**src/rtl/ariane_pkg.sv**
```systemverilog
// Shared execute-stage constants and the ALU writeback entry format.
package ariane_pkg;

  localparam int unsigned TRANS_ID_BITS = 3;

  typedef struct packed {
    logic [TRANS_ID_BITS-1:0] trans_id;
    logic [63:0]              result;
    logic                     branch_taken;
  } alu_wb_t;

  function automatic bit is_pow2_min2(int unsigned n);
    return (n >= 2) && ((n & (n - 1)) == 0);
  endfunction

endpackage

```
**src/rtl/alu_wb_buffer_if.sv**
```systemverilog
// ALU result bus in, scoreboard writeback bus out, seen from the buffer (slave) or its drivers (master).
interface alu_wb_buffer_if #(
  parameter int unsigned TRANS_ID_BITS = 3
);
  logic                     alu_valid_i;
  logic                     alu_ready_o;
  logic [TRANS_ID_BITS-1:0] alu_trans_id_i;
  logic [63:0]              alu_result_i;
  logic                     alu_branch_res_i;
  logic                     alu_is_branch_i;
  logic                     wb_valid_o;
  logic                     wb_ready_i;
  logic [TRANS_ID_BITS-1:0] wb_trans_id_o;
  logic [63:0]              wb_result_o;
  logic                     wb_branch_taken_o;

  modport slave (
    input  alu_valid_i, alu_trans_id_i, alu_result_i, alu_branch_res_i, alu_is_branch_i, wb_ready_i,
    output alu_ready_o, wb_valid_o, wb_trans_id_o, wb_result_o, wb_branch_taken_o
  );

  modport master (
    output alu_valid_i, alu_trans_id_i, alu_result_i, alu_branch_res_i, alu_is_branch_i, wb_ready_i,
    input  alu_ready_o, wb_valid_o, wb_trans_id_o, wb_result_o, wb_branch_taken_o
  );
endinterface

```
**src/rtl/alu_wb_fifo.sv**
```systemverilog
// Registered FIFO of DEPTH entries; flush resets pointers/count but leaves storage untouched.
module alu_wb_fifo #(
  parameter int unsigned DEPTH = 2,
  parameter type         T     = logic [7:0]
) (
  input  logic                     clk_i,
  input  logic                     rst_ni,
  input  logic                     flush_i,
  input  logic                     push_i,
  input  T                         data_i,
  input  logic                     pop_i,
  output T                         data_o,
  output logic                     full_o,
  output logic                     empty_o,
  output logic [$clog2(DEPTH):0]   count_o
);
  localparam int unsigned PW = $clog2(DEPTH);
  localparam int unsigned CW = PW + 1;

  T                r_mem [DEPTH];
  logic [PW-1:0]   r_rd_ptr;
  logic [PW-1:0]   r_wr_ptr;
  logic [CW-1:0]   r_count;

  // Pointers wrap for free because DEPTH is a power of two.
  always_ff @(posedge clk_i or negedge rst_ni) begin
    if (!rst_ni) begin
      for (int unsigned i = 0; i < DEPTH; i++) r_mem[i] <= '0;
      r_rd_ptr <= '0;
      r_wr_ptr <= '0;
      r_count  <= '0;
    end else if (flush_i) begin
      r_rd_ptr <= '0;
      r_wr_ptr <= '0;
      r_count  <= '0;
    end else begin
      if (push_i) begin
        r_mem[r_wr_ptr] <= data_i;
        r_wr_ptr        <= r_wr_ptr + 1'b1;
      end
      if (pop_i) r_rd_ptr <= r_rd_ptr + 1'b1;
      unique case ({push_i, pop_i})
        2'b10:   r_count <= r_count + 1'b1;
        2'b01:   r_count <= r_count - 1'b1;
        default: r_count <= r_count;
      endcase
    end
  end

  assign data_o  = r_mem[r_rd_ptr];
  assign full_o  = (r_count == CW'(DEPTH));
  assign empty_o = (r_count == '0);
  assign count_o = r_count;

  a_no_pop_empty: assert property (@(posedge clk_i) disable iff (!rst_ni) pop_i |-> !empty_o);
  a_count_max:    assert property (@(posedge clk_i) disable iff (!rst_ni) r_count <= CW'(DEPTH));

endmodule

```
**src/rtl/alu_wb_buffer.sv**
```systemverilog
// Buffers ALU results for the scoreboard writeback port; ready to issue only while a slot is free.
module alu_wb_buffer
  import ariane_pkg::alu_wb_t;
  import ariane_pkg::is_pow2_min2;
#(
  parameter int unsigned DEPTH         = 2,
  parameter int unsigned TRANS_ID_BITS = ariane_pkg::TRANS_ID_BITS
) (
  input  logic                   clk_i,
  input  logic                   rst_ni,
  input  logic                   flush_i,
  alu_wb_buffer_if.slave         bus,
  output logic [$clog2(DEPTH):0] occupancy_o
);
  localparam bit CfgOk = is_pow2_min2(DEPTH) && (TRANS_ID_BITS == ariane_pkg::TRANS_ID_BITS);

  logic    w_push;
  logic    w_pop;
  logic    w_full;
  logic    w_empty;
  alu_wb_t w_entry;
  alu_wb_t w_head;

  // Ready and valid come straight from registered count, so no comb path from wb_ready_i / alu_valid_i.
  assign bus.alu_ready_o = ~w_full;
  assign bus.wb_valid_o  = ~w_empty;

  assign w_push = bus.alu_valid_i & ~w_full & ~flush_i;
  assign w_pop  = ~w_empty & bus.wb_ready_i & ~flush_i;

  always_comb begin
    w_entry              = '0;
    w_entry.trans_id     = bus.alu_trans_id_i;
    w_entry.result       = bus.alu_result_i;
    w_entry.branch_taken = bus.alu_branch_res_i & bus.alu_is_branch_i;
  end

  alu_wb_fifo #(
    .DEPTH (DEPTH),
    .T     (alu_wb_t)
  ) u_fifo (
    .clk_i   (clk_i),
    .rst_ni  (rst_ni),
    .flush_i (flush_i),
    .push_i  (w_push),
    .data_i  (w_entry),
    .pop_i   (w_pop),
    .data_o  (w_head),
    .full_o  (w_full),
    .empty_o (w_empty),
    .count_o (occupancy_o)
  );

  assign bus.wb_trans_id_o     = w_head.trans_id;
  assign bus.wb_result_o       = w_head.result;
  assign bus.wb_branch_taken_o = w_head.branch_taken;

  a_cfg: assert property (@(posedge clk_i) CfgOk);

  // Issue while full is dropped safely; flagged as a protocol violation rather than a hard error.
  a_issue_ready: assert property (@(posedge clk_i) disable iff (!rst_ni)
    bus.alu_valid_i |-> bus.alu_ready_o)
    else $warning("alu_wb_buffer: issue with no free slot, result dropped");

  a_wb_stable: assert property (@(posedge clk_i) disable iff (!rst_ni)
    (bus.wb_valid_o && !bus.wb_ready_i && !flush_i) |=>
      (bus.wb_valid_o && $stable({bus.wb_trans_id_o, bus.wb_result_o, bus.wb_branch_taken_o})));

endmodule

```
**src/flat_wrapper.sv**
```systemverilog
// flat-port wrapper written by rule: the top's interface ports become plain ports
module alu_wb_buffer_flat import ariane_pkg::alu_wb_t; import ariane_pkg::is_pow2_min2;
#(
  parameter int unsigned DEPTH         = 2,
  parameter int unsigned TRANS_ID_BITS = ariane_pkg::TRANS_ID_BITS
)
  (clk_i, rst_ni, flush_i, occupancy_o, bus_alu_valid_i, bus_alu_trans_id_i, bus_alu_result_i, bus_alu_branch_res_i, bus_alu_is_branch_i, bus_wb_ready_i, bus_alu_ready_o, bus_wb_valid_o, bus_wb_trans_id_o, bus_wb_result_o, bus_wb_branch_taken_o);
  alu_wb_buffer_if #(.TRANS_ID_BITS(TRANS_ID_BITS)) bus_i ();
  input  logic clk_i;
  input  logic rst_ni;
  input  logic flush_i;
  output logic [$clog2(DEPTH):0] occupancy_o;
  input wire logic [$bits(bus_i.alu_valid_i)-1:0] bus_alu_valid_i;
  input wire logic [$bits(bus_i.alu_trans_id_i)-1:0] bus_alu_trans_id_i;
  input wire logic [$bits(bus_i.alu_result_i)-1:0] bus_alu_result_i;
  input wire logic [$bits(bus_i.alu_branch_res_i)-1:0] bus_alu_branch_res_i;
  input wire logic [$bits(bus_i.alu_is_branch_i)-1:0] bus_alu_is_branch_i;
  input wire logic [$bits(bus_i.wb_ready_i)-1:0] bus_wb_ready_i;
  output wire logic [$bits(bus_i.alu_ready_o)-1:0] bus_alu_ready_o;
  output wire logic [$bits(bus_i.wb_valid_o)-1:0] bus_wb_valid_o;
  output wire logic [$bits(bus_i.wb_trans_id_o)-1:0] bus_wb_trans_id_o;
  output wire logic [$bits(bus_i.wb_result_o)-1:0] bus_wb_result_o;
  output wire logic [$bits(bus_i.wb_branch_taken_o)-1:0] bus_wb_branch_taken_o;
  assign bus_i.alu_valid_i = bus_alu_valid_i;
  assign bus_i.alu_trans_id_i = bus_alu_trans_id_i;
  assign bus_i.alu_result_i = bus_alu_result_i;
  assign bus_i.alu_branch_res_i = bus_alu_branch_res_i;
  assign bus_i.alu_is_branch_i = bus_alu_is_branch_i;
  assign bus_i.wb_ready_i = bus_wb_ready_i;
  assign bus_alu_ready_o = bus_i.alu_ready_o;
  assign bus_wb_valid_o = bus_i.wb_valid_o;
  assign bus_wb_trans_id_o = bus_i.wb_trans_id_o;
  assign bus_wb_result_o = bus_i.wb_result_o;
  assign bus_wb_branch_taken_o = bus_i.wb_branch_taken_o;
  alu_wb_buffer #(.DEPTH(DEPTH), .TRANS_ID_BITS(TRANS_ID_BITS)) u_core (.clk_i(clk_i), .rst_ni(rst_ni), .flush_i(flush_i), .bus(bus_i), .occupancy_o(occupancy_o));
endmodule
```
**config.mk**
```make
export PLATFORM = sky130hd
export DESIGN_NAME = alu_wb_buffer_flat
export DESIGN_NICKNAME = d
export VERILOG_FILES = /design/src/rtl/ariane_pkg.sv /design/src/rtl/alu_wb_buffer_if.sv /design/src/rtl/alu_wb_fifo.sv /design/src/rtl/alu_wb_buffer.sv /design/src/flat_wrapper.sv
export SDC_FILE = /design/constraint.sdc
export NUM_CORES = 1
export LEC_CHECK = 0
export ABC_AREA = 1
export CORE_MARGIN = 1
export CORE_UTILIZATION = 45
export CTS_CLUSTER_DIAMETER = 40
export DETAILED_ROUTE_END_ITERATION = 10
export PLACE_DENSITY = 0.76
export SYNTH_ARGS = -nofsm -noshare
export SYNTH_HDL_FRONTEND = slang
export SYNTH_HIERARCHICAL = 1
export SYNTH_SLANG_ARGS = --single-unit
```
**constraint.sdc**
```tcl
create_clock -name clk_i -period 1.6 [get_ports clk_i]
set_input_delay 0.32 -clock clk_i [delete_from_list [all_inputs] [get_ports clk_i]]
set_output_delay 0.32 -clock clk_i [all_outputs]
set_load 0.02 [all_outputs]
```
==> results.sh <==
export IMPL_finClkSkew_ns=0.0113
export IMPL_crit_buf_inv=3
export IMPL_dp_hpwl_mm=9.43
export IMPL_crit_arrival_ns=1.72
export IMPL_grt_pass1_vias=5003
export IMPL_wirelength_mm=20.0
export IMPL_ant_nets=0
export IMPL_clk_latency_ns=0.43
export IMPL_grt_pass1_wl_mm=23.5
export IMPL_h_tree_depth=4
export IMPL_power_mw=16.8
export IMPL_multiInputGateArea_um2=2920
export IMPL_cp_end_kind="output port"
export IMPL_root_buffer="clkbuf_16"
export IMPL_peakVddDrop_mv=1.11
export IMPL_initial_core_util=0.460
export IMPL_numCtsBuffers=17
export IMPL_grt_usage=0.215
export IMPL_io_buffer_count=145
export IMPL_grt_max_degree=57
export IMPL_place_congestion=0.801
export IMPL_antenna_found_initial=0
export IMPL_yosysWarnings=6
export IMPL_power_per_cell_area_nw_per_um2=1680
export IMPL_post_route_period_util=1.27
export IMPL_reg2reg_slack_ns=-0.22
export IMPL_crit_chain="buf_4 -> clkbuf_16 -> mux2_2 -> buf_2"
export IMPL_synth_area_leader_cell="dfrtp_1"
export IMPL_drtPass1Iterations=4
export IMPL_antenna_cells=0
export IMPL_r2r_start="u_core/u_fifo/count_o[0]"
export IMPL_final_cells=1020
export IMPL_r2r_end="u_core/u_fifo/r_mem[42]"
export IMPL_cp_required_ns=1.28
export IMPL_ys_top_cells_by_area="dfrtp_1, mux2_2, o21ai_0"
export IMPL_via_count=5455
export IMPL_critical_path_top_delay_family="buffers and inverters"
export IMPL_hold_viol_final=0
export IMPL_worstPathMaxFanout=9
export IMPL_drive_above_1_share=0.513
export IMPL_tightest_slew_ns=0.446
export IMPL_syn_avg_cell_area_um2=9.83
export IMPL_fmax_ghz=0.491
export IMPL_ys_seq_elements=140
export IMPL_worstRegToRegCells=13
export IMPL_grt_overflow=0
export IMPL_core_region_area_um2=13200
export IMPL_synth_cells=620
export IMPL_synth_fp_nets=694
export IMPL_synthDominantCellAreaShare=0.575
export IMPL_design_die_area_um2=14000
export IMPL_nets=905
export IMPL_io_pins=146
export IMPL_worstSetupPathType="flip-flop to output port"
export IMPL_slew_violations=0
export IMPL_critPathSlowestCell="dfrtp_2"
export IMPL_nFillCells=823
export IMPL_violations="setup timing"
export IMPL_drv_cap=0
export IMPL_clock_tree_buffer_depth=2
export IMPL_outcome="finished with violations"
export IMPL_finalWorstSetupSlack_ns=-0.437
export IMPL_dp_slack_ns=-0.279
export IMPL_wl_per_cell_um=19.7
export IMPL_drt_iter0_drc=292
export IMPL_critPathLaunchType="flip-flop"
export IMPL_clock_sinks=140
export IMPL_syn2layout_area_growth_pct=64.5
export IMPL_setup_viol=206
export IMPL_rows=42
export IMPL_vias_per_cell=5.35
export IMPL_power_leakage_nw=4.92
export IMPL_cts_tree="done"
export IMPL_max_slew_margin_rel=0.703
export IMPL_grt_setup_unrepaired="yes"
export IMPL_drc=0
export IMPL_seq_area_um2=3510
export IMPL_max_stage_delay_ns=0.44
export IMPL_synth_seq_area_share=0.575
export IMPL_dp_cells=933
export IMPL_min_period_ns=2.04
export IMPL_die_x_um=118
export IMPL_die_h_um=118
export IMPL_syn_area_um2=6090
export IMPL_clk_transition_reported_paths_ns=0.06
export IMPL_min_path_type="input pin to asynchronous set/reset pin"
export IMPL_synth_distinct_cells=18
cell usage after synthesis, drive strengths merged:
master  count
a21oi       1
buf        20
clkbuf     17
dfrtp     140
inv        77
mux2       68
nand2     148
nand3       6
nand3b      1
nand4       2
nor2        3
o21ai     137
how the worst max path moves through the flow:
stage                                        start                  endpoint  slack [ns]  cells past startpoint
final                       u_core/u_fifo/r_rd_ptr       bus_wb_result_o[45]       -0.44                      4
after global routing        u_core/u_fifo/r_rd_ptr       bus_wb_result_o[45]       -0.47                      4
after CTS                   u_core/u_fifo/r_rd_ptr       bus_wb_result_o[10]       -0.72                      3
after detailed placement    u_core/u_fifo/r_rd_ptr        bus_wb_result_o[3]       -0.28                      3
after global placement      u_core/u_fifo/r_rd_ptr       bus_wb_result_o[48]       -0.27                      3
after floorplan           u_core/u_fifo/count_o[0]  u_core/u_fifo/r_mem[129]       -0.01                     12
cells in the final DEF, fill, tap and decap left out, types with 22 or more instances in the layout:
cell type / count
buf_2: 45
buf_4: 22
buf_6: 22
clkbuf_16: 34
clkdlybuf4s50_1: 72
dfrtp_1: 137
inv_1: 72
mux2_2: 65
nand2_1: 44
nand2_2: 44
nand2_4: 60
o21ai_1: 56
o21ai_2: 65
cell type report:
class                           count  share of cell area
Clock inverter                     11              0.0117
Sequential cell                   140               0.350
Multi-Input combinational cell    366               0.291
Tap cell                          176              0.0220
Timing Repair Buffer              229               0.249
Clock buffer                       21              0.0469
Inverter                           77              0.0296
sequential cells by signal, indices dropped and copies added, names as in the netlist:
| signal | cells |
|---|---|
| u_core/u_fifo/r_rd_ptr | 1 |
| u_core/u_fifo/count_o | 2 |
| u_core/u_fifo/r_mem | 136 |
| u_core/u_fifo/r_wr_ptr | 1 |
power by group:
| group | total [mW] | internal, mW | switching, mW |
|---|---|---|---|
| clock | 3.90 | 2.41 | 1.50 |
| sequential | 6.36 | 5.01 | 1.35 |
| combinational | 6.57 | 3.26 | 3.31 |
| total | 16.8 | 10.7 | 6.15 |
layer usage:
layer | GRT usage | wire length (um) | share of wire
met5 | 0 | 0 | 0
met2 | 0.360 | 10600 | 0.53
met1 | 0.265 | 7930 | 0.40
met3 | 0.0468 | 1020 | 0.051
met4 | 0.101 | 541 | 0.027
what timing repair did:
item / CTS / global route
setup buffers: 0 / 24
hold buffers: 1 / 0
cloned: 0 / 30
pin swaps: 0 / 2
endpoints found under the setup margin: 81 / 184
gates resized for setup: 166 / 478
hold endpoints to repair: 38 / 0
logic make-up (layout without fill, tap and decap cells):
group                  after synthesis  after routing  synth area share
AOI/OAI and AO/OA                  138            138             0.113
buffers and inverters              114            338            0.0842
and+or+nand+nor                    160            160             0.102
muxes                               68             68             0.126
DFF                                140            140             0.575
metrics by stage:
step	area, um^2	hold slack [ns]	TNS, ns	utilization
4_1_cts	8300	0.392	-33.43	0.626
2_1_floorplan	6110	0.0244	-0.111	-
3_3_place_gp	7900	0.272	-28.71	0.597
3_5_place_dp	7900	0.275	-31.17	0.597
6_report	10000	0.392	-39.41	0.757
5_1_grt	10000	0.412	-49.95	0.757
No activity file was read; power rests on OpenSTA's default activity.
